`config.mk`:
```
export PLATFORM = sky130hd
export DESIGN_NAME = midi_parser
export DESIGN_NICKNAME = d
export VERILOG_FILES = /design/src/rtl/midi_parser.sv
export SDC_FILE = /design/constraint.sdc
export NUM_CORES = 1
export LEC_CHECK = 0
export CAP_MARGIN = 20
export CELL_PAD_IN_SITES_DETAIL_PLACEMENT = 2
export CELL_PAD_IN_SITES_GLOBAL_PLACEMENT = 2
export CORE_AREA = 2 2 84 86
export CTS_BUF_LIST = sky130_fd_sc_hd__clkbuf_8 sky130_fd_sc_hd__clkbuf_16
export CTS_CLUSTER_DIAMETER = 120
export DETAILED_ROUTE_END_ITERATION = 12
export DIE_AREA = 0 0 86 88
export PLACE_DENSITY = 0.87
export SLEW_MARGIN = 5
export SYNTH_ARGS = -nofsm -noshare
export SYNTH_HDL_FRONTEND = slang
export SYNTH_SLANG_ARGS = --single-unit
```
`constraint.sdc`:
```
create_clock -name clk -period 5.85 [get_ports clk]
set_input_delay 1.4625 -clock clk [delete_from_list [all_inputs] [get_ports clk]]
set_output_delay 1.4625 -clock clk [all_outputs]
set_load 0.02 [all_outputs]
```
`src/rtl/midi_parser.sv`:
```
// -----------------------------------------------------------------------------
// midi_parser
//   Turns the MIDI byte stream coming from the UART receiver into complete
//   channel-voice messages for the voice engine. Running status is tracked.
//   SysEx and system-common data bytes are discarded. Real-time bytes
//   (0xF8-0xFF) are reported on their own one-cycle strobe and leave message
//   assembly untouched.
//
// Parameters
//   OMNI     1: emit messages on every channel, 0: emit only CHANNEL
//   CHANNEL  channel number used when OMNI = 0
//
// Ports
//   clk         system clock
//   reset       asynchronous, active-high reset
//   s_data      received MIDI byte
//   s_valid     s_data valid
//   s_ready     byte accepted when s_valid && s_ready (= !m_valid)
//   m_status    status byte of the emitted message
//   m_data1     first data byte
//   m_data2     second data byte (0 for one-data-byte commands)
//   m_valid     message valid, held until taken with m_ready
//   m_ready     consumer accepts the message
//   rt_valid    one-cycle strobe: a real-time byte was received
//   rt_byte     most recent real-time byte
//   sync_error  one-cycle strobe: a data byte was dropped (no running status)
//
// Configuration macro
//   MIDI_VEL0_NOTEOFF_EN  when defined, note-on with velocity 0 is emitted as
//                         note-off (0x8n, data2 = 0)
// -----------------------------------------------------------------------------
module midi_parser #(
    parameter bit         OMNI    = 1'b1,
    parameter logic [3:0] CHANNEL = 4'd0
) (
    input  logic       clk,
    input  logic       reset,
    input  logic [7:0] s_data,
    input  logic       s_valid,
    output logic       s_ready,
    output logic [7:0] m_status,
    output logic [6:0] m_data1,
    output logic [6:0] m_data2,
    output logic       m_valid,
    input  logic       m_ready,
    output logic       rt_valid,
    output logic [7:0] rt_byte,
    output logic       sync_error
);

    typedef enum logic [2:0] {
        ST_IDLE    = 3'd0,
        ST_WAIT_D1 = 3'd1,
        ST_WAIT_D2 = 3'd2,
        ST_SKIP    = 3'd3,
        ST_SYSEX   = 3'd4
    } state_t;

    // Program change and channel pressure carry a single data byte.
    function automatic logic is_one_data(input logic [7:0] status);
        return (status[7:4] == 4'hC) || (status[7:4] == 4'hD);
    endfunction

    state_t     r_state;
    state_t     w_state_nxt;
    logic [7:0] r_run_status;
    logic [7:0] w_run_status_nxt;
    logic [6:0] r_d1;
    logic [6:0] w_d1_nxt;
    logic [1:0] r_skip_cnt;
    logic [1:0] w_skip_cnt_nxt;
    logic [7:0] r_m_status;
    logic [7:0] w_m_status_nxt;
    logic [6:0] r_m_data1;
    logic [6:0] w_m_data1_nxt;
    logic [6:0] r_m_data2;
    logic [6:0] w_m_data2_nxt;
    logic       r_m_valid;
    logic       w_m_valid_nxt;
    logic       r_rt_valid;
    logic       w_rt_valid_nxt;
    logic [7:0] r_rt_byte;
    logic [7:0] w_rt_byte_nxt;
    logic       r_sync_error;
    logic       w_sync_error_nxt;

    logic       w_accept;
    logic       w_emit;
    logic [6:0] w_emit_d1;
    logic [6:0] w_emit_d2;
    logic [7:0] w_emit_status;
    logic       w_chan_ok;

    // A pending message stalls every input byte, real-time bytes included.
    assign s_ready  = ~r_m_valid;
    assign w_accept = s_valid & ~r_m_valid;

    assign m_status   = r_m_status;
    assign m_data1    = r_m_data1;
    assign m_data2    = r_m_data2;
    assign m_valid    = r_m_valid;
    assign rt_valid   = r_rt_valid;
    assign rt_byte    = r_rt_byte;
    assign sync_error = r_sync_error;

    // Next-state and next-output decode for each accepted byte.
    always_comb begin
        w_state_nxt      = r_state;
        w_run_status_nxt = r_run_status;
        w_d1_nxt         = r_d1;
        w_skip_cnt_nxt   = r_skip_cnt;
        w_m_status_nxt   = r_m_status;
        w_m_data1_nxt    = r_m_data1;
        w_m_data2_nxt    = r_m_data2;
        w_rt_valid_nxt   = 1'b0;
        w_rt_byte_nxt    = r_rt_byte;
        w_sync_error_nxt = 1'b0;
        w_emit           = 1'b0;
        w_emit_d1        = r_d1;
        w_emit_d2        = 7'd0;
        w_emit_status    = r_run_status;
        w_chan_ok        = 1'b0;

        if (r_m_valid && m_ready) begin
            w_m_valid_nxt = 1'b0;
        end else begin
            w_m_valid_nxt = r_m_valid;
        end

        if (w_accept) begin
            if (s_data[7]) begin
                if (s_data[7:3] == 5'b11111) begin
                    // Real-time: only the strobe and the latched byte change.
                    w_rt_valid_nxt = 1'b1;
                    w_rt_byte_nxt  = s_data;
                end else if (s_data[7:4] != 4'hF) begin
                    // Channel status: new running status, abandon partial data.
                    w_run_status_nxt = s_data;
                    w_d1_nxt         = 7'd0;
                    w_skip_cnt_nxt   = 2'd0;
                    w_state_nxt      = ST_WAIT_D1;
                end else begin
                    // System common / SysEx delimiters drop running status.
                    w_run_status_nxt = 8'h00;
                    w_d1_nxt         = 7'd0;
                    case (s_data[2:0])
                        3'd0: begin
                            w_state_nxt    = ST_SYSEX;
                            w_skip_cnt_nxt = 2'd0;
                        end
                        3'd1, 3'd3: begin
                            w_state_nxt    = ST_SKIP;
                            w_skip_cnt_nxt = 2'd1;
                        end
                        3'd2: begin
                            w_state_nxt    = ST_SKIP;
                            w_skip_cnt_nxt = 2'd2;
                        end
                        default: begin
                            w_state_nxt    = ST_IDLE;
                            w_skip_cnt_nxt = 2'd0;
                        end
                    endcase
                end
            end else begin
                case (r_state)
                    ST_IDLE: begin
                        w_sync_error_nxt = 1'b1;
                    end
                    ST_WAIT_D1: begin
                        w_d1_nxt = s_data[6:0];
                        if (is_one_data(r_run_status)) begin
                            w_emit    = 1'b1;
                            w_emit_d1 = s_data[6:0];
                            w_emit_d2 = 7'd0;
                        end else begin
                            w_state_nxt = ST_WAIT_D2;
                        end
                    end
                    ST_WAIT_D2: begin
                        w_emit      = 1'b1;
                        w_emit_d1   = r_d1;
                        w_emit_d2   = s_data[6:0];
                        w_state_nxt = ST_WAIT_D1;
                    end
                    ST_SKIP: begin
                        if (r_skip_cnt <= 2'd1) begin
                            w_skip_cnt_nxt = 2'd0;
                            w_state_nxt    = ST_IDLE;
                        end else begin
                            w_skip_cnt_nxt = r_skip_cnt - 2'd1;
                        end
                    end
                    ST_SYSEX: begin
                        w_state_nxt = ST_SYSEX;
                    end
                    default: begin
                        w_state_nxt = ST_IDLE;
                    end
                endcase
            end
        end else begin
            w_state_nxt = r_state;
        end

`ifdef MIDI_VEL0_NOTEOFF_EN
        if ((r_run_status[7:4] == 4'h9) && (w_emit_d2 == 7'd0)) begin
            w_emit_status = {4'h8, r_run_status[3:0]};
        end else begin
            w_emit_status = r_run_status;
        end
`else
        w_emit_status = r_run_status;
`endif

        // Filtered messages still complete internally; they just never show.
        w_chan_ok = OMNI || (r_run_status[3:0] == CHANNEL);

        if (w_emit && w_chan_ok) begin
            w_m_valid_nxt  = 1'b1;
            w_m_status_nxt = w_emit_status;
            w_m_data1_nxt  = w_emit_d1;
            w_m_data2_nxt  = w_emit_d2;
        end else begin
            w_m_status_nxt = r_m_status;
        end
    end

    // Parser state register.
    always_ff @(posedge clk or posedge reset) begin
        if (reset) begin
            r_state <= ST_IDLE;
        end else begin
            r_state <= w_state_nxt;
        end
    end

    // Running status, partial data and registered outputs.
    always_ff @(posedge clk or posedge reset) begin
        if (reset) begin
            r_run_status <= 8'h00;
            r_d1         <= 7'd0;
            r_skip_cnt   <= 2'd0;
            r_m_status   <= 8'h00;
            r_m_data1    <= 7'd0;
            r_m_data2    <= 7'd0;
            r_m_valid    <= 1'b0;
            r_rt_valid   <= 1'b0;
            r_rt_byte    <= 8'h00;
            r_sync_error <= 1'b0;
        end else begin
            r_run_status <= w_run_status_nxt;
            r_d1         <= w_d1_nxt;
            r_skip_cnt   <= w_skip_cnt_nxt;
            r_m_status   <= w_m_status_nxt;
            r_m_data1    <= w_m_data1_nxt;
            r_m_data2    <= w_m_data2_nxt;
            r_m_valid    <= w_m_valid_nxt;
            r_rt_valid   <= w_rt_valid_nxt;
            r_rt_byte    <= w_rt_byte_nxt;
            r_sync_error <= w_sync_error_nxt;
        end
    end

endmodule

```
==> run_results.csv, run 1 <==
group,metric,value,unit
worst_setup_path,cp.depth,5,
global_route,grt_max_degree,54,
sta,fin_skew,0.00782,ns
routing,drt_iter0_markers,69,
routing,wl_per_cell,20.3,um
power_and_ir_drop,p_per_area,463,nW/um^2
sta,layout_min_cycle_time,4.15,ns
clock_tree,ctsHoldBuffers,0,
synth,synth_cell_types,37,
clock_tree,clkSlewWorstSetupHoldPaths,0.09,ns
global_route,grt_antenna_before_repair,0,
clock_tree,cts_max_path_buffers,2,
routing,dr_total_vias,1678,
synth,synth_area,2360,sq um
layout,final_nets,251,
clock_tree,root_buffer,"clkbuf_8",
sta,post-route-period-util,70.9,%
power_and_ir_drop,leakagePower,0.00142,uW
layout,n_fill_cell,669,
sta,slew_violations,0,
sta,finalSetupTns,0,ns
synth,avgSynthCellArea,12.3,sq um
layout,drive_gt1_share,21.3,%
worst_setup_path,r2r_cells,4,
routing,drt_wl_total,6490,um
sta,hold_viol,0,
global_route,grt_pass1_wl,10600,um
synth,yosysSeqAreaShare,56.3,%
worst_setup_path,crit_family,"simple AND/OR/NAND/NOR gates",
die,ios,46,
sta,tightest_slew,0.836,ns
layout,n_antenna_cell,0,
layout,final_cell_mix,"dfrtp_1 (53), clkdlybuf4s50_1 (45), nand2_1 (20), mux2_2 (20), o21ai_0 (11)",
worst_setup_path,crit_path_end_kind,"register",
worst_setup_path,cp_slowest_stage_delay,0.82,ns
worst_setup_path,setup.worst_path.class,"in -> reg",
sta,fmax,0.241,GHz
sta,setup_viol,0,
synth,synth_nets,203,
clock_tree,cts_resized,0,
die,start_util,35.5,%
power_and_ir_drop,peakVddDrop,262,uV
clock_tree,cts_setup_buffers,0,
min_path,worstHoldPathCells,1,
placed_design,placed_area,2890,sq um
routing,dr.pass1.iters,4,
layout,layout_commonest_cell,"dfrtp_1",
worst_setup_path,cp.required,6.05,ns
placed_design,place_hpwl,4440,um
global_route,gr-usage-all-layers,18.8,%
worst_setup_path,crit_path_max_fanout,21,
die,fp.dieH,88,um
clock_tree,numCtsBuffers,5,
routing,viasPerCell,5.24,
global_route,grt_pass1_vias,1908,
die,rows,30,
global_route,overflow,0,
layout,design_area,3010,sq um
synth,syn_inst,191,
routing,ant_nets,0,
die,die_area,7570,sq um
worst_setup_path,crit_arrival,4.34,ns
clock_tree,h-tree-depth,2,
clock_tree,clk_latency,0.31,ns
clock_tree,tritoncts,"built",
worst_setup_path,cp_slowest_cell,"clkdlybuf4s50_1",
routing,drc,0,
synth,yosys_warnings,0,
worst_setup_path,path_buf_inv,1,
die,core,6640,sq um
synth,ys_ff_latch,53,
min_path,hp-class,"reg -> reg",
sta,rsz0062_at_grt,"false",
worst_setup_path,path_cells,"clkdlybuf4s50_1 > or4b_1 > nor4_4 > mux2_2 > mux2_1",
sta,max_slew_margin,44.2,%
clock_tree,clkSinkCount,53,
placed_design,globalplace.congestion,0.777,
die,die_x,86,um
placed_design,io_buffers,45,
layout,seq_area,1330,sq um
outcome,status,"finished clean",
layout,area_growth_syn_to_layout,27.6,%
layout,multi_input_area,970,sq um
flow_run,drv_cap,0,
worst_setup_path,start_kind,"input port",
routing by layer:
layer	vias up	wire length (um)	track usage, %	share of wire (%)
met5	-	0	0	0
met4	0	86	6.64	1.3
met3	6	256	4.34	3.9
met2	35	3240	31.0	50
met1	871	2900	24.3	45
li1	766	-	-	-
sequential cells by signal, summed over array words and instances, names as in the netlist:
| signal | cells |
|---|---|
| m_data1 | 7 |
| m_data2 | 7 |
| m_status | 8 |
| m_valid | 1 |
| r_d1 | 7 |
| r_run_status | 8 |
| r_skip_cnt | 2 |
| r_state | 3 |
| rt_byte | 8 |
| rt_valid | 1 |
| sync_error | 1 |
synth_stat cells (all sizes together):
cell / n / area, sq um
nand2: 20 / 75.1
nor2b: 9 / 56.3
and3: 7 / 43.8
o31ai: 2 / 15.0
nor2: 4 / 15.0
or3: 2 / 12.5
nor4bb: 1 / 10.0
o21ai: 12 / 63.8
nand2b: 2 / 12.5
nor3b: 1 / 7.51
buf: 3 / 27.5
a211oi: 1 / 7.51
o2bb2ai: 1 / 8.76
a21oi: 4 / 23.8
nor4b: 1 / 15.0
and4: 1 / 8.76
mux2i: 2 / 20.0
nand4: 3 / 18.8
a21o: 7 / 52.6
nor3: 1 / 5.00
inv: 5 / 18.8
dfrtp: 53 / 1330
clkbuf: 4 / 15.0
nand3b: 1 / 7.51
a22oi: 1 / 7.51
nand3: 2 / 10.0
mux2: 32 / 398
nor4: 2 / 27.5
or2: 5 / 31.3
or4b: 1 / 10.0
and2: 1 / 6.26
path summary, 6_finish.rpt:
kind,from,end,slack (ns)
setup / recovery,s_data[7],m_data1[0]$_DFFE_PP0P_,1.70
hold / removal,rt_byte[4]$_DFFE_PP0P_,rt_byte[4]$_DFFE_PP0P_,0.48
setup reg to reg,r_state[2]$_DFFE_PP0P_,m_data1[0]$_DFFE_PP0P_,3.32
hold reg to reg,rt_byte[4]$_DFFE_PP0P_,rt_byte[4]$_DFFE_PP0P_,0.48
max in group asynchronous,reset,r_run_status[2]$_DFFE_PP0P_,3.77
min in group asynchronous,reset,m_data1[4]$_DFFE_PP0P_,1.63
stage by stage:
stage               power (uW)  util (%)  std cells  hold slack (ns)  worst slack (ns)
global route              1470      45.3        320            0.502              1.54
finish                    1390      45.3        320            0.480              1.70
floorplan                  877         -        191            0.450              2.64
global placement          1110      43.5        312            0.453              1.57
CTS                       1420      45.3        320            0.487              1.69
detailed placement        1140      43.5        312            0.459              1.40
power breakdown:
group / switching (uW) / leakage (uW) / internal [uW]
clock: 124 / 0.0000574 / 139
sequential: 87.1 / 0.000675 / 490
combinational: 260 / 0.000692 / 294
total: 471 / 0.00142 / 923
worst reg2reg max path: stages, from the launching register on:
cell     delay [ns]
dfrtp_1        0.46
or4b_1         0.70
nor4_4         0.56
mux2_2         0.40
mux2_1         0.29
cells by family after synthesis:
| group | Yosys count | share of synthesized area (%) |
|---|---|---|
| buf+inv | 12 | 2.60 |
| simple gates | 64 | 15.8 |
| flops | 53 | 56.3 |
| mux | 34 | 17.7 |
| compound gates | 28 | 7.59 |
area by class of cell:
class,count,share of cell area (%)
sequential,53,44.1
multi-input combinational,126,32.2
timing repair buffer,48,15.7
tap,80,3.33
clock buffer,6,2.75
clock inverter,2,1.25
inverter,5,0.624
Note: power is estimated with default switching activity, not from simulation.
==> run 2: changes to the inputs <==
--- a/config.mk
+++ b/config.mk
@@ -8,12 +8,12 @@
 export CAP_MARGIN = 20
 export CELL_PAD_IN_SITES_DETAIL_PLACEMENT = 2
 export CELL_PAD_IN_SITES_GLOBAL_PLACEMENT = 2
-export CORE_AREA = 2 2 84 86
+export CORE_AREA = 2 2 87 89
 export CTS_BUF_LIST = sky130_fd_sc_hd__clkbuf_8 sky130_fd_sc_hd__clkbuf_16
 export CTS_CLUSTER_DIAMETER = 120
 export DETAILED_ROUTE_END_ITERATION = 12
-export DIE_AREA = 0 0 86 88
-export PLACE_DENSITY = 0.87
+export DIE_AREA = 0 0 89 91
+export PLACE_DENSITY = 0.82
 export SLEW_MARGIN = 5
 export SYNTH_ARGS = -nofsm -noshare
 export SYNTH_HDL_FRONTEND = slang
==> constraint.sdc (replaced) <==
create_clock -name clk -period 3.96 [get_ports clk]
set_input_delay 0.99 -clock clk [delete_from_list [all_inputs] [get_ports clk]]
set_output_delay 0.99 -clock clk [all_outputs]
set_load 0.02 [all_outputs]
==> run 2 against run 1 <==
  * Worst setup slack got worse by 0.83 ns
  * Clock skew rose by 0.0012 ns
  * Sequential share of layout area fell by 0.45 points
  * Via count rose by 1.9%
  * Routed wire length fell by 5.5%
  * Register-to-register slack got worse by 1.8 ns
  * Critical endpoint unchanged
  * Power rose by 46%
  * First-iteration DRC count rose by 32%
  * Non-clock buffer count rose by 2
==> run_results.csv, run 2 (synthesized netlist as in run 1, its figures left out) <==
group,metric,value,unit
die,fp.dieH,91,um
power_and_ir_drop,p_per_area,671,nW/um^2
worst_setup_path,rrSetupSlack,1.49,ns
sta,fmax,0.324,GHz
worst_setup_path,reg2reg_from,"r_state[2]$_DFFE_PP0P_",
power_and_ir_drop,pwr-share-comb,39.9,%
global_route,gr-usage-all-layers,16.5,%
layout,n_antenna_cell,0,
layout,final_cell_mix,"dfrtp_1 (53), clkdlybuf4s50_1 (45), nand2_1 (20), mux2_2 (20), o21ai_0 (11)",
worst_setup_path,endpoint,"m_data1[0]$_DFFE_PP0P_",
sta,whs,0.486,ns
sta,setup_viol,0,
power_and_ir_drop,leakagePower,0.00143,uW
routing,viasPerCell,5.01,
routing,ant_nets,0,
routing,dr.pass1.iters,4,
die,core,7140,sq um
sta,slew_violations,0,
clock_tree,h-tree-depth,2,
power_and_ir_drop,peakVddDrop,292,uV
sta,fin_skew,0.00906,ns
flow_run,drv_cap,0,
clock_tree,clkSinkCount,53,
sta,rsz0062_at_grt,"false",
worst_setup_path,crit_path_end_kind,"register",
routing,dr_total_vias,1710,
worst_setup_path,crit_start,"s_data[7]",
die,die_x,89,um
worst_setup_path,reg2reg_to,"m_data1[0]$_DFFE_PP0P_",
worst_setup_path,start_kind,"input port",
global_route,grt_max_degree,29,
worst_setup_path,path_cells,"clkdlybuf4s50_1 > or4b_1 > nor4_4 > mux2_2 > mux2_1",
worst_setup_path,crit_arrival,3.28,ns
sta,tightest_slew,0.590,ns
clock_tree,clkSlewWorstSetupHoldPaths,0.10,ns
clock_tree,cts_resized,0,
worst_setup_path,cp_slowest_stage_delay,0.63,ns
worst_setup_path,setup.worst_path.class,"in -> reg",
global_route,grt_pass1_vias,1882,
routing,drt_iter0_markers,91,
layout,final_nets,253,
clock_tree,clk_latency,0.32,ns
die,ios,46,
sta,post-route-period-util,77.9,%
global_route,overflow,0,
placed_design,globalplace.congestion,0.717,
power_and_ir_drop,p_sw_share,33.8,%
clock_tree,cts_setup_buffers,0,
global_route,grt_pass1_wl,10300,um
placed_design,place_hpwl,4280,um
routing,drc,0,
worst_setup_path,crit_path_max_fanout,7,
clock_tree,cts_max_path_buffers,2,
power_and_ir_drop,internal_power,1350,uW
min_path,hp-class,"reg -> reg",
clock_tree,root_buffer,"clkbuf_8",
sta,layout_min_cycle_time,3.08,ns
die,start_util,33.0,%
outcome,status,"finished clean",
layout,area_growth_syn_to_layout,28.9,%
routing,drt_wl_total,6130,um
worst_setup_path,r2r_cells,4,
die,die_area,8100,sq um
layout,layout_commonest_cell,"dfrtp_1",
power_and_ir_drop,seqPwrFrac,41.4,%
sta,hold_viol,0,
die,rows,31,
clock_tree,tritoncts,"built",
layout,drive_gt1_share,21.9,%
sta,finalSetupTns,0,ns
worst_setup_path,cp.required,4.16,ns
clock_tree,numCtsBuffers,5,
sta,max_slew_margin,60.5,%
routing,wl_per_cell,18.0,um
power_and_ir_drop,power.total,2040,uW
power_and_ir_drop,clkPwrFrac,18.7,%
clock_tree,ctsHoldBuffers,0,
power_and_ir_drop,power.switching,690,uW
worst_setup_path,cp_slowest_cell,"or4b_1",
global_route,grt_antenna_before_repair,0,
placed_design,io_buffers,45,
==> run 2: cell types whose count changed in the layout (fill, tap and decap cells not counted), sizes merged <==
cell,change
buf,+2
clkbuf,-1
clkinv,+1
clkinvlp,-1
inv,+1
==> run 2: routing by layer <==
layer  up-vias  track usage (%)  share of wire (%)  wire (um)
li1        766                -                  -          -
met1       906             23.1                 46       2830
met2        33             26.2                 49       3010
met3         5             4.00                3.9        241
met4         0             2.99               0.83         51
met5         -                0                  0          0
==> run 2: power groups by stage <==
stage | clock network, uW | registers [uW] | logic, uW
4_1_cts | 395 | 848 | 826
3_3_place_gp | 0 | 844 | 795
3_5_place_dp | 0 | 855 | 819
2_1_floorplan | 0 | 988 | 308
5_1_grt | 418 | 874 | 875
6_report | 382 | 844 | 813
==> run 2: final cells by class <==
| cell class | instances | area [sq um] |
|---|---|---|
| Tap cell | 99 | 124 |
| Fill cell | 760 | 4100 |
| Inverter | 5 | 18.8 |
| Clock inverter | 3 | 43.8 |
| Clock buffer | 5 | 68.8 |
| Sequential cell | 53 | 1330 |
| Multi-Input combinational cell | 126 | 970 |
| Timing Repair Buffer | 50 | 488 |
==> run 2: critical path, delay by kind of cell <==
kind          cells  cell delay (ns)
mux               2             0.67
buf+inv           1             0.44
simple gates      2             1.18
==> run 2: worst min-delay path by stage <==
stage / endpoint / slack [ns] / start / cells past startpoint
2_1_floorplan: r_run_status[0]$_DFFE_PP0P_ / 0.45 / r_run_status[0]$_DFFE_PP0P_ / 2
3_3_place_gp: rt_byte[3]$_DFFE_PP0P_ / 0.45 / rt_byte[3]$_DFFE_PP0P_ / 1
3_5_place_dp: rt_byte[5]$_DFFE_PP0P_ / 0.46 / rt_byte[5]$_DFFE_PP0P_ / 1
4_1_cts: rt_byte[5]$_DFFE_PP0P_ / 0.49 / rt_byte[5]$_DFFE_PP0P_ / 1
5_1_grt: rt_byte[7]$_DFFE_PP0P_ / 0.51 / rt_byte[7]$_DFFE_PP0P_ / 1
6_report: m_data2[1]$_DFFE_PP0P_ / 0.49 / m_data2[1]$_DFFE_PP0P_ / 1
==> run 2: through the flow <==
step | area (sq um) | setup WS [ns] | util [%] | std cells
2_1_floorplan | 2360 | 1.22 | - | 191
6_report | 3040 | 0.876 | 42.6 | 341
3_5_place_dp | 2930 | 0.563 | 41.0 | 333
4_1_cts | 3040 | 0.877 | 42.6 | 341
5_1_grt | 3040 | 0.809 | 42.6 | 341
3_3_place_gp | 2930 | 0.598 | 41.0 | 333
